**config.mk**
```make
export PLATFORM = sky130hd
export DESIGN_NAME = pipe_reg_skid
export DESIGN_NICKNAME = d
export VERILOG_FILES = /design/src/rtl/pipe_reg_skid.sv
export SDC_FILE = /design/constraint.sdc
export NUM_CORES = 1
export LEC_CHECK = 0
export BUFFER_PORTS_ARGS = -buffer_cell sky130_fd_sc_hd__buf_4
export CAP_MARGIN = 10
export CORE_ASPECT_RATIO = 0.6
export CORE_MARGIN = 3
export CORE_UTILIZATION = 52
export DETAILED_ROUTE_END_ITERATION = 6
export HOLD_SLACK_MARGIN = 0.05
export PLACE_DENSITY = 0.88
export SYNTH_ARGS = -nofsm -noshare
export SYNTH_HDL_FRONTEND = slang
export SYNTH_SLANG_ARGS = --single-unit
export TNS_END_PERCENT = 1
```
**constraint.sdc**
```tcl
create_clock -name clock -period 2.3 [get_ports clock]
set_input_delay 0.345 -clock clock [delete_from_list [all_inputs] [get_ports clock]]
set_output_delay 0.345 -clock clock [all_outputs]
set_load 0.005 [all_outputs]
```
**src/rtl/pipe_reg_skid.sv**
```systemverilog
// pipe_reg_skid: WIDTH-bit pipeline stage with valid/ready handshake and a
// 2-entry skid buffer; sustains 1 transfer/cycle with registered in_ready.
// Latency 1 cycle in_fire -> out_valid. Backpressure: in_ready drops the cycle
// after the skid slot fills; it never depends combinationally on out_ready.
//
// Ports:
//   clock, reset     rising-edge clock; synchronous active-high reset (top priority)
//   flush            synchronous discard of all held entries (data regs untouched)
//   in_valid/in_ready/in_data     upstream handshake; in_ready is a flop
//   out_valid/out_ready/out_data  downstream handshake; out_valid, out_data are flops
//   occupancy        number of held entries, 0..2
module pipe_reg_skid #(
  parameter int unsigned            WIDTH       = 32,
  parameter logic [WIDTH-1:0]       RESET_VALUE = '0
) (
  input  logic             clock,
  input  logic             reset,
  input  logic             flush,
  input  logic             in_valid,
  output logic             in_ready,
  input  logic [WIDTH-1:0] in_data,
  output logic             out_valid,
  input  logic             out_ready,
  output logic [WIDTH-1:0] out_data,
  output logic [1:0]       occupancy
);

  // State encoding doubles as the occupancy count.
  typedef enum logic [1:0] {
    EMPTY = 2'd0,
    ONE   = 2'd1,
    TWO   = 2'd2
  } state_t;

  state_t           state_q;
  state_t           state_d;
  logic             in_ready_q;
  logic             out_valid_q;
  logic [WIDTH-1:0] main_q;
  logic [WIDTH-1:0] skid_q;

  logic             in_fire;
  logic             out_fire;
  logic             main_we;
  logic             main_from_skid;
  logic             skid_we;

  // Handshakes are evaluated from registered flags only, so the in_ready flop
  // is the sole source of upstream backpressure.
  assign in_fire  = in_valid & in_ready_q;
  assign out_fire = out_valid_q & out_ready;

  // Next-state and data-register write enables.
  always_comb begin
    state_d        = state_q;
    main_we        = 1'b0;
    main_from_skid = 1'b0;
    skid_we        = 1'b0;

    if (flush) begin
      // Everything held is dropped; data registers keep their contents so
      // out_data simply holds while out_valid falls.
      state_d = EMPTY;
    end else begin
      unique case (state_q)
        EMPTY: begin
          if (in_fire) begin
            main_we = 1'b1;
            state_d = ONE;
          end
        end
        ONE: begin
          if (in_fire && out_fire) begin
            // Head leaves while the new word replaces it: stay at one entry.
            main_we = 1'b1;
          end else if (in_fire) begin
            // Head is stalled; park the new word in the skid slot.
            skid_we = 1'b1;
            state_d = TWO;
          end else if (out_fire) begin
            state_d = EMPTY;
          end
        end
        TWO: begin
          // in_ready is low here, so in_fire cannot occur.
          if (out_fire) begin
            main_we        = 1'b1;
            main_from_skid = 1'b1;
            state_d        = ONE;
          end
        end
        default: begin
          state_d = EMPTY;
        end
      endcase
    end
  end

  // State and handshake flags.
  always_ff @(posedge clock) begin
    if (reset) begin
      state_q     <= EMPTY;
      out_valid_q <= 1'b0;
      in_ready_q  <= 1'b1;
    end else begin
      state_q     <= state_d;
      out_valid_q <= (state_d != EMPTY);
      in_ready_q  <= (state_d != TWO);
    end
  end

  // Data registers: main is the head, skid holds the second entry.
  always_ff @(posedge clock) begin
    if (reset) begin
      main_q <= RESET_VALUE;
      skid_q <= RESET_VALUE;
    end else begin
      if (main_we) begin
        main_q <= main_from_skid ? skid_q : in_data;
      end
      if (skid_we) begin
        skid_q <= in_data;
      end
    end
  end

  assign in_ready  = in_ready_q;
  assign out_valid = out_valid_q;
  assign out_data  = main_q;
  assign occupancy = state_q;

endmodule

```
[Word level (Yosys, flattened, before mapping)]
Index checks and enable logic that the tools add are counted.
Operators by class
  add/subtract/negate cells: 0
  multipliers: 0
  div/mod/pow operators: 0
  $lt $le $gt $ge: 0
  equal/unequal tests: 3
  shifts and indexed selects: 0
  muxes and demuxes: 18
  bitwise logic cells: 2
  reductions and logical operators: 3
Operators with widths (count)
  $mux 32: 1
  $mux 2: 6
  $mux 1: 9
  $pmux 2 s3: 1
  $pmux 1 s3: 1
  $and 1x1->1: 2
  $eq 2x1->1 const B: 1
  $eq 2x2->1 const B: 1
  $logic_not 2->1: 1
  $ne 2x2->1 const B: 1
  $reduce_bool 2->1: 1
  $logic_and 1x1->1: 1
Word-level totals
  register bits: 68
  latch bits: 0
  memory bits (writable): 0
  bits in read-only memories: 0
  bits of input ports: 37
  output and inout port bits: 36
  logic and storage cells: 31
  memories kept: 0

[Depth between registers and ports, before layout]
Gate-level depths: netlist of the first run.
  depth after elaboration: 7
  gate-level depth with buffers: 6
  depth with buffers taken out: 4

[Worst setup path after synthesis of the first run]
No wires, ideal clock.
  path type: reg2reg
  from: register state_q[0] (netlist: occupancy[0])
  to: register skid_q[10]
  setup time: 0.132 ns
  arrival time: 1.501 ns
  data required time: 2.168 ns
  slack: 0.667 ns
  stages on the path, launching flop included: 7
  path buffers: 2
  period minus slack after synthesis: 1.633 ns
  cell sequence: dfxtp_1 > a21bo_2 > or4_1 > clkbuf_1 > buf_2 > nand2_1 > a21oi_1
Between the ends
  longest elaborated chain between the ends: 3
Ends and longest elaborated chain
  start: declaration: RTL line 35  | state_t state_q;
  start signal: assignment: RTL line 106  | state_q <= state_d;
  $eq 2x1->1: RTL line 65  | unique case (state_q)
  $mux 1: RTL line 65
  $mux 1: RTL line 60  | if (flush) begin
  end signal: assignment: RTL line 122  | skid_q <= in_data;
  end: declaration: RTL line 40  | logic [WIDTH-1:0] skid_q;
No other way between the ends.
A chain may end at the register's enable or synchronous reset.

[Worst setup path in the final report of the first run]
  from: register state_q[0] (netlist: occupancy[0])
  to: register skid_q[14]
The elaborated chain is that of the path after synthesis.

==> impl_metrics.toml, run 1 <==
[cts]
clkLatencyLatePin_ps = 340
htreeDepth = 3
ctsLongestPathBuffers = 2
cts-buffers-inserted = 9
cts_sinks = 68
cts_resized = 0
cts_tree = "done"
cts_root_buf = "clkbuf_8"
path_clk_slew_ps = 70
ctsHoldBuffers = 0
post-cts-setup-buffer-count = 0

[yosys]
syn_nets = 350
synth_ff_type = "dfxtp_1"
ys_types = 24
yosys_warnings = 0
syn_area_um2 = 2770
syn_inst = 313
async_reset_ff_frac = 0
seq_area_frac_synth = 0.491
synth.avg_cell_area_um2 = 8.85
ys_ff_latch = 68
synth_enable_flop_cells = 0

[sta]
slew_violations = 0
slew_headroom = 0.458
fmax_mhz = 531
setup_violations = 0
fin_crit_ps = 1880
rsz0062_at_grt = "false"
hold_violations = 0
worst_pin_slew_ps = 813
final.setup.tns_ps = 0
skew_ps = 11.2
min_period_over_period = 0.819

[power_and_ir_drop]
p_per_area_nw_per_um2 = 673
p_sw_frac = 0.247
p_switching_mw = 0.593
ir_drop_v = 0.000404
power.total_mw = 2.40
pwr-share-comb = 0.130
p_int_mw = 1.80
clockPowerShare = 0.342
pwr-share-seq = 0.528
p_leak_nw = 1.60

[flow_run]
maxCapViolCount = 0

[worst_hold_path]
holdPathStages = 3
min_path_type = "in -> reg"
worstHoldEndpoint = "skid_q[30]"
hp-start = "in_data[30]"

[critical_path]
worst_path_largest_cell_delay_ps = 570
r2r-end = "skid_q[14]"
reg2regPathDepth = 5
rr_startpoint = "occupancy[0]"
crit_chain = "a21bo_2 -> or4_1 -> buf_4 -> nand2_1 -> a21oi_1"
cp_slowest_cell = "dfxtp_1"
worstSetupStartpointType = "flop"
worstPathRequired_ps = 2480
r2r_slack_ps = 420
critPathKind = "reg -> reg"
critPathMaxFanout = 32
arrival_ps = 2060
end_kind = "flop"

[floorplanning]
core-area_um2 = 4850
die_h_um = 62.6
initial_core_util = 0.571
fp.dieW_um = 100
pin_count = 73
rows = 19
die_area_um2 = 6270

[global_routing]
grt_overflow = 0
grt_pass1_vias = 2530
grt_max_degree = 69
grt_usage = 0.239
grt_pass1_wl_mm = 11.9
grt_antenna_before_repair = 0

[final_layout]
drive_gt1_frac = 0.264
final_cell_mix = "buf_4, dfxtp_1, nand2_1"
area_delta_synth_final_pct = 28.5
multiInputGateArea_um2 = 1320
fillCellCount = 392
n_antenna_cell = 0
ff_latch_area_um2 = 1360
final_common_cell = "buf_4"
fin_cells = 445
layout.nets = 416

[place]
finalWeightedCongestion = 0.780
dp_hpwl_mm = 4.69
placedCellCount = 431
port_buffers = 72

[route]
drt-total-wl_mm = 7.14
wl_per_cell_um = 16.0
drtIter0Drc = 178
drt.antenna.violating_nets = 0
drc = 0
drtPass1Iterations = 4
vias = 2548
avgViaCountPerCell = 5.73

[outcome]
status = "finished clean"
==> final cells by class <==
cell class | instances | share of cell area
Timing Repair Buffer | 83 | 0.181
Tap cell | 63 | 0.0221
Clock inverter | 2 | 0.00351
Multi-Input combinational cell | 217 | 0.371
Sequential cell | 68 | 0.382
Clock buffer | 12 | 0.0407
==> worst max path at each step <==
stage / slack [ps] / endpoint / from
after floorplan: 670 / skid_q[10] / occupancy[0]
after global placement: 240 / out_data[25] / in_valid
after detailed placement: 420 / skid_q[15] / occupancy[0]
after CTS: 400 / skid_q[14] / occupancy[0]
after global routing: 310 / skid_q[14] / occupancy[0]
final: 420 / skid_q[14] / occupancy[0]
==> through the flow <==
stage	hold WS, ps	cell area (um2)	utilization	setup WS, ps
after global placement	441	3380	0.696	240
after floorplan	436	2770	-	667
after global routing	244	3560	0.735	314
after CTS	244	3560	0.735	403
after detailed placement	446	3400	0.702	417
final	259	3560	0.735	415
==> critical path: cells and delay by family, from the launching register on <==
family	cells	cell delay, ps
AND/OR/NAND/NOR	2	510
AO/OA/AOI/OAI	2	380
flip-flops	1	570
buffers and inverters	1	260
==> cells in the mapped netlist (2+ instances only) <==
cell	instances	area, um2
a221oi_1	32	280
dfxtp_1	68	1360
mux2i_1	32	320
nand2_1	67	251
or4_1	2	15.0
clkbuf_1	14	52.6
nor2_1	35	131
a21oi_1	34	170
buf_2	14	70.1
==> flip-flops by register name, summed over array words and instances (netlist names) <==
register,cells
out_data,32
occupancy,2
skid_q,32
in_ready,1
out_valid,1
==> power groups by stage <==
stage / clock network [mW] / registers, mW / logic, mW
CTS: 0.838 / 1.27 / 0.313
detailed placement: 0 / 1.29 / 0.312
finish: 0.819 / 1.27 / 0.312
global route: 0.900 / 1.27 / 0.342
global placement: 0 / 1.29 / 0.294
floorplan: 0 / 1.29 / 0.136
==> metal layers <==
metal / vias to the layer above / global-route usage / wire length [um]
li1: 1233 / - / -
met1: 1200 / 0.325 / 3220
met2: 107 / 0.355 / 3130
met3: 8 / 0.0870 / 738
met4: 0 / 0.0723 / 55
met5: - / 0 / 0
==> kinds of logic (layout without fill, tap and decap cells) <==
kind of cell / Yosys count / count (layout) / synth area share
AND/OR/NAND/NOR: 114 / 114 / 0.170
AO/OA/AOI/OAI: 70 / 70 / 0.175
multiplexers: 33 / 33 / 0.120
flip-flops: 68 / 68 / 0.491
buffers and inverters: 28 / 97 / 0.0442
No activity file was read; power rests on OpenSTA's default activity.
==> inputs of run 2 (changes only) <==
- CORE_UTILIZATION: 52 -> 47
- PLACE_DENSITY: 0.88 -> 0.84
- clock period: 2.3 -> 1.7 ns (I/O delays scaled with it)
==> impl_metrics.toml, run 2 (same netlist as run 1, synthesis figures left out) <==
[power_and_ir_drop]
pwr-share-comb = 0.135
clockPowerShare = 0.336
power.total_mw = 3.24
p_leak_nw = 1.64
p_switching_mw = 0.831
ir_drop_v = 0.000445
p_int_mw = 2.41
p_per_area_nw_per_um2 = 889
pwr-share-seq = 0.528
p_sw_frac = 0.256

[route]
avgViaCountPerCell = 5.51
drt.antenna.violating_nets = 0
drtPass1Iterations = 4
vias = 2568
drt-total-wl_mm = 7.34
wl_per_cell_um = 15.8
drc = 0
drtIter0Drc = 159

[sta]
rsz0062_at_grt = "true"
slew_violations = 0
hold_violations = 0
fin_crit_ps = 1630
skew_ps = 9.24
fmax_mhz = 612
min_period_over_period = 0.961
setup_violations = 0
slew_headroom = 0.680
worst_pin_slew_ps = 480

[cts]
cts_tree = "done"
path_clk_slew_ps = 70
ctsLongestPathBuffers = 2
cts_sinks = 68
cts-buffers-inserted = 9
cts_root_buf = "clkbuf_8"
ctsHoldBuffers = 0
htreeDepth = 3
clkLatencyLatePin_ps = 340

[critical_path]
critPathKind = "reg -> reg"
worst_path_largest_cell_delay_ps = 450
r2r-end = "skid_q[9]"
worstPathRequired_ps = 1900
reg2regPathDepth = 5
r2r_slack_ps = 70
critPathMaxFanout = 18
crit_chain = "a21bo_2 -> or4_1 -> buf_4 -> nand2_1 -> a21oi_1"
arrival_ps = 1830
worstSetupStartpointType = "flop"
end_kind = "flop"
cp_slowest_cell = "or4_1"
rr_startpoint = "occupancy[0]"

[worst_hold_path]
hp-start = "in_data[4]"
worstHoldEndpoint = "skid_q[4]"
holdPathStages = 3
min_path_type = "in -> reg"

[floorplanning]
die_area_um2 = 6880
core-area_um2 = 5380
initial_core_util = 0.515
fp.dieW_um = 105
die_h_um = 65.5
rows = 20
pin_count = 73

[global_routing]
grt_overflow = 0
grt_usage = 0.220
grt_pass1_wl_mm = 12.0
grt_antenna_before_repair = 0
grt_pass1_vias = 2455
grt_max_degree = 41

[place]
placed_area_um2 = 3480
placedCellCount = 451
port_buffers = 72
finalWeightedCongestion = 0.899
dp_hpwl_mm = 5.04

[final_layout]
fin_cells = 466
n_antenna_cell = 0
final_core_util = 0.678
final_cell_mix = "buf_4, dfxtp_1, nand2_1"
final_common_cell = "buf_4"
layout.nets = 422
fillCellCount = 422
final_area_um2 = 3650
drive_gt1_frac = 0.280
area_delta_synth_final_pct = 31.6

[outcome]
status = "finished clean"

[flow_run]
maxCapViolCount = 0
## run 2: cell types whose count changed in the layout (fill, tap and decap cells not counted), sizes merged
cell / before / now
buf: 83 / 89
clkbuf: 12 / 10
clkinv: 1 / 3
clkinvlp: 1 / 2
## run 2: worst max-delay path by stage
stage / from / end / slack [ps]
3_3_place_gp: occupancy[0] / skid_q[4] / 140
3_5_place_dp: occupancy[0] / skid_q[9] / 100
6_report: occupancy[0] / skid_q[9] / 70
5_1_grt: occupancy[1] / out_data[3] / -10
4_1_cts: occupancy[0] / skid_q[9] / 80
2_1_floorplan: occupancy[0] / skid_q[10] / 70
## run 2: worst max-delay path: cells and delay by family, from the launching register on
kind	cells	cell delay, ps
AO/OA/AOI/OAI	2	350
flip-flops	1	380
buffers and inverters	1	230
AND/OR/NAND/NOR	2	540
## run 2: timing repair
| item | CTS | global route |
|---|---|---|
| gates resized for setup | 0 | 1 |
| buffers inserted | 0 | 0 |
| endpoints found under the setup margin | 0 | 9 |
## run 2: power groups by stage
stage | clock, mW | combinational (mW) | sequential (mW)
after floorplan | 0 | 0.184 | 1.74
after CTS | 1.12 | 0.437 | 1.71
after global routing | 1.19 | 0.480 | 1.72
after global placement | 0 | 0.423 | 1.74
after detailed placement | 0 | 0.437 | 1.75
final | 1.09 | 0.439 | 1.71
## run 2: layout make-up
type                    count  area, um2  share of cell area
flip-flops and latches     68       1360               0.373
multi-input cells         217       1320               0.362
repair buffers             89        709               0.195
clock buffers              10        128              0.0350
well taps                  77       96.3              0.0264
clock inverters             5       30.0             0.00824
## run 2: through the flow
step	TNS [ps]	setup slack (ps)	hold slack (ps)
finish	0	66.7	167
global route	-18.4	-10.0	151
CTS	0	84.9	148
detailed placement	0	97.3	446
global placement	0	136	441
floorplan	0	66.8	361
## run 2: layer usage
metal	GRT usage	part of all wire	wire, um
met5	0	0	0
met4	0.0655	0.0023	17
met3	0.0746	0.083	610
met2	0.321	0.44	3200
met1	0.308	0.48	3510
==> inputs of run 3 (changes only) <==
- CORE_UTILIZATION: 47 -> 40
- PLACE_DENSITY: 0.84 -> 0.75
==> impl_metrics.toml, run 3 (same netlist as run 1, synthesis figures left out) <==
[place]
placedCellCount = 457
finalWeightedCongestion = 0.835
dp_hpwl_mm = 4.88
port_buffers = 72
placed_area_um2 = 3500

[sta]
setup_violations = 0
worst_pin_slew_ps = 630
rsz0062_at_grt = "true"
final.setup.tns_ps = 0
hold_violations = 0
fmax_mhz = 612
slew_headroom = 0.580
timing.hold.ws_ps = 182
slew_violations = 0
min_period_over_period = 0.961
skew_ps = 6.50
fin_crit_ps = 1630

[power_and_ir_drop]
p_per_area_nw_per_um2 = 1040
p_leak_nw = 1.70
ir_drop_v = 0.000462

[flow_run]
maxCapViolCount = 0

[floorplanning]
fp.dieW_um = 113
die_h_um = 70.5
core-area_um2 = 6410
pin_count = 73
die_area_um2 = 8000
rows = 22
initial_core_util = 0.432

[cts]
path_clk_slew_ps = 50
ctsHoldBuffers = 0
ctsLongestPathBuffers = 2
cts_root_buf = "clkbuf_16"
htreeDepth = 3
clkLatencyLatePin_ps = 330
post-cts-setup-buffer-count = 0
cts-buffers-inserted = 9
cts_sinks = 68
cts_tree = "done"

[worst_hold_path]
holdPathStages = 3
min_path_type = "in -> reg"

[critical_path]
worstPathRequired_ps = 1880
reg2regPathDepth = 4
path_delay_family = "compound AO/OA/AOI/OAI gates"
critPathMaxFanout = 14
crit_chain = "nand3b_1 -> o31ai_4 -> buf_12 -> a221oi_1"
cp_num_cells = 4
arrival_ps = 1810
end_kind = "flop"
critPathKind = "reg -> reg"
worstSetupStartpointType = "flop"
path_buf_inv = 1
r2r_slack_ps = 70
cp_slowest_cell = "o31ai_4"
worst_path_largest_cell_delay_ps = 570

[final_layout]
layout.nets = 421
final_area_um2 = 3820
fin_cells = 472
drive_gt1_frac = 0.289
final_core_util = 0.595
area_delta_synth_final_pct = 37.7
final_common_cell = "buf_4"
n_antenna_cell = 0
final_cell_mix = "buf_4, nand2_1, dfxtp_1"

[route]
avgViaCountPerCell = 5.40
drtPass1Iterations = 4
drtIter0Drc = 156
wl_per_cell_um = 15.9
drc = 0
drt.antenna.violating_nets = 0
drt-total-wl_mm = 7.49
vias = 2551

[global_routing]
grt_antenna_before_repair = 0
grt_pass1_wl_mm = 11.9
grt_overflow = 0
grt_usage = 0.188
grt_max_degree = 48
grt_pass1_vias = 2370

[outcome]
status = "finished clean"
-- run 3: cell types whose count changed in the layout (fill, tap and decap cells not counted) --
| cell | previous run | this run |
|---|---|---|
| clkinv_2 | 3 | 1 |
| clkbuf_16 | 0 | 9 |
| a221oi_1 | 32 | 29 |
| dfxtp_4 | 0 | 1 |
| a221oi_2 | 0 | 3 |
| clkbuf_8 | 9 | 1 |
| buf_12 | 3 | 4 |
| dfxtp_1 | 68 | 67 |
| buf_4 | 85 | 83 |
| bufinv_16 | 0 | 1 |
-- run 3: cell type report --
| class | instances | area [um2] |
|---|---|---|
| sequential | 68 | 1370 |
| clock buffer | 11 | 243 |
| fill | 566 | 2600 |
| tap | 84 | 105 |
| clock inverter | 4 | 50.0 |
| timing repair buffer | 88 | 714 |
| multi-input combinational | 217 | 1340 |
-- run 3: power by group --
group	internal, mW	switching [mW]
sequential	1.67	0.0450
combinational	0.237	0.209
clock	1.16	0.655
total	3.07	0.910
-- run 3: metal layers --
layer  up-vias  wire length (um)  track usage
met5         -                 0            0
met2       102              3270        0.266
li1       1254                 -            -
met1      1191              3490        0.265
met3         4               680       0.0753
met4         0                48       0.0453
-- run 3: final timing paths --
| check | endpoint | from |
|---|---|---|
| setup / recovery | out_data[20] | occupancy[1] |
| hold / removal | skid_q[28] | in_data[28] |
| setup reg to reg | out_data[20] | occupancy[1] |
| hold reg to reg | skid_q[22] | skid_q[22] |
-- run 3: metrics by stage --
step | worst slack [ps] | total power [mW]
after floorplan | 66.8 | 1.93
after global placement | 138 | 2.17
after detailed placement | 65.5 | 2.19
after CTS | 36.5 | 4.01
after global routing | -24.1 | 4.13
final | 66.3 | 3.98
-- run 3: timing repair --
| action | CTS | global route |
|---|---|---|
| gates resized for setup | 0 | 6 |
| setup endpoints to repair | 0 | 32 |
| endpoints found under the hold margin | 0 | 0 |
-- run 3: worst reg2reg max path: stages (launching register included) --
cell and delay, ps:
dfxtp_4 360, nand3b_1 250, o31ai_4 570, buf_12 220
a221oi_1 90
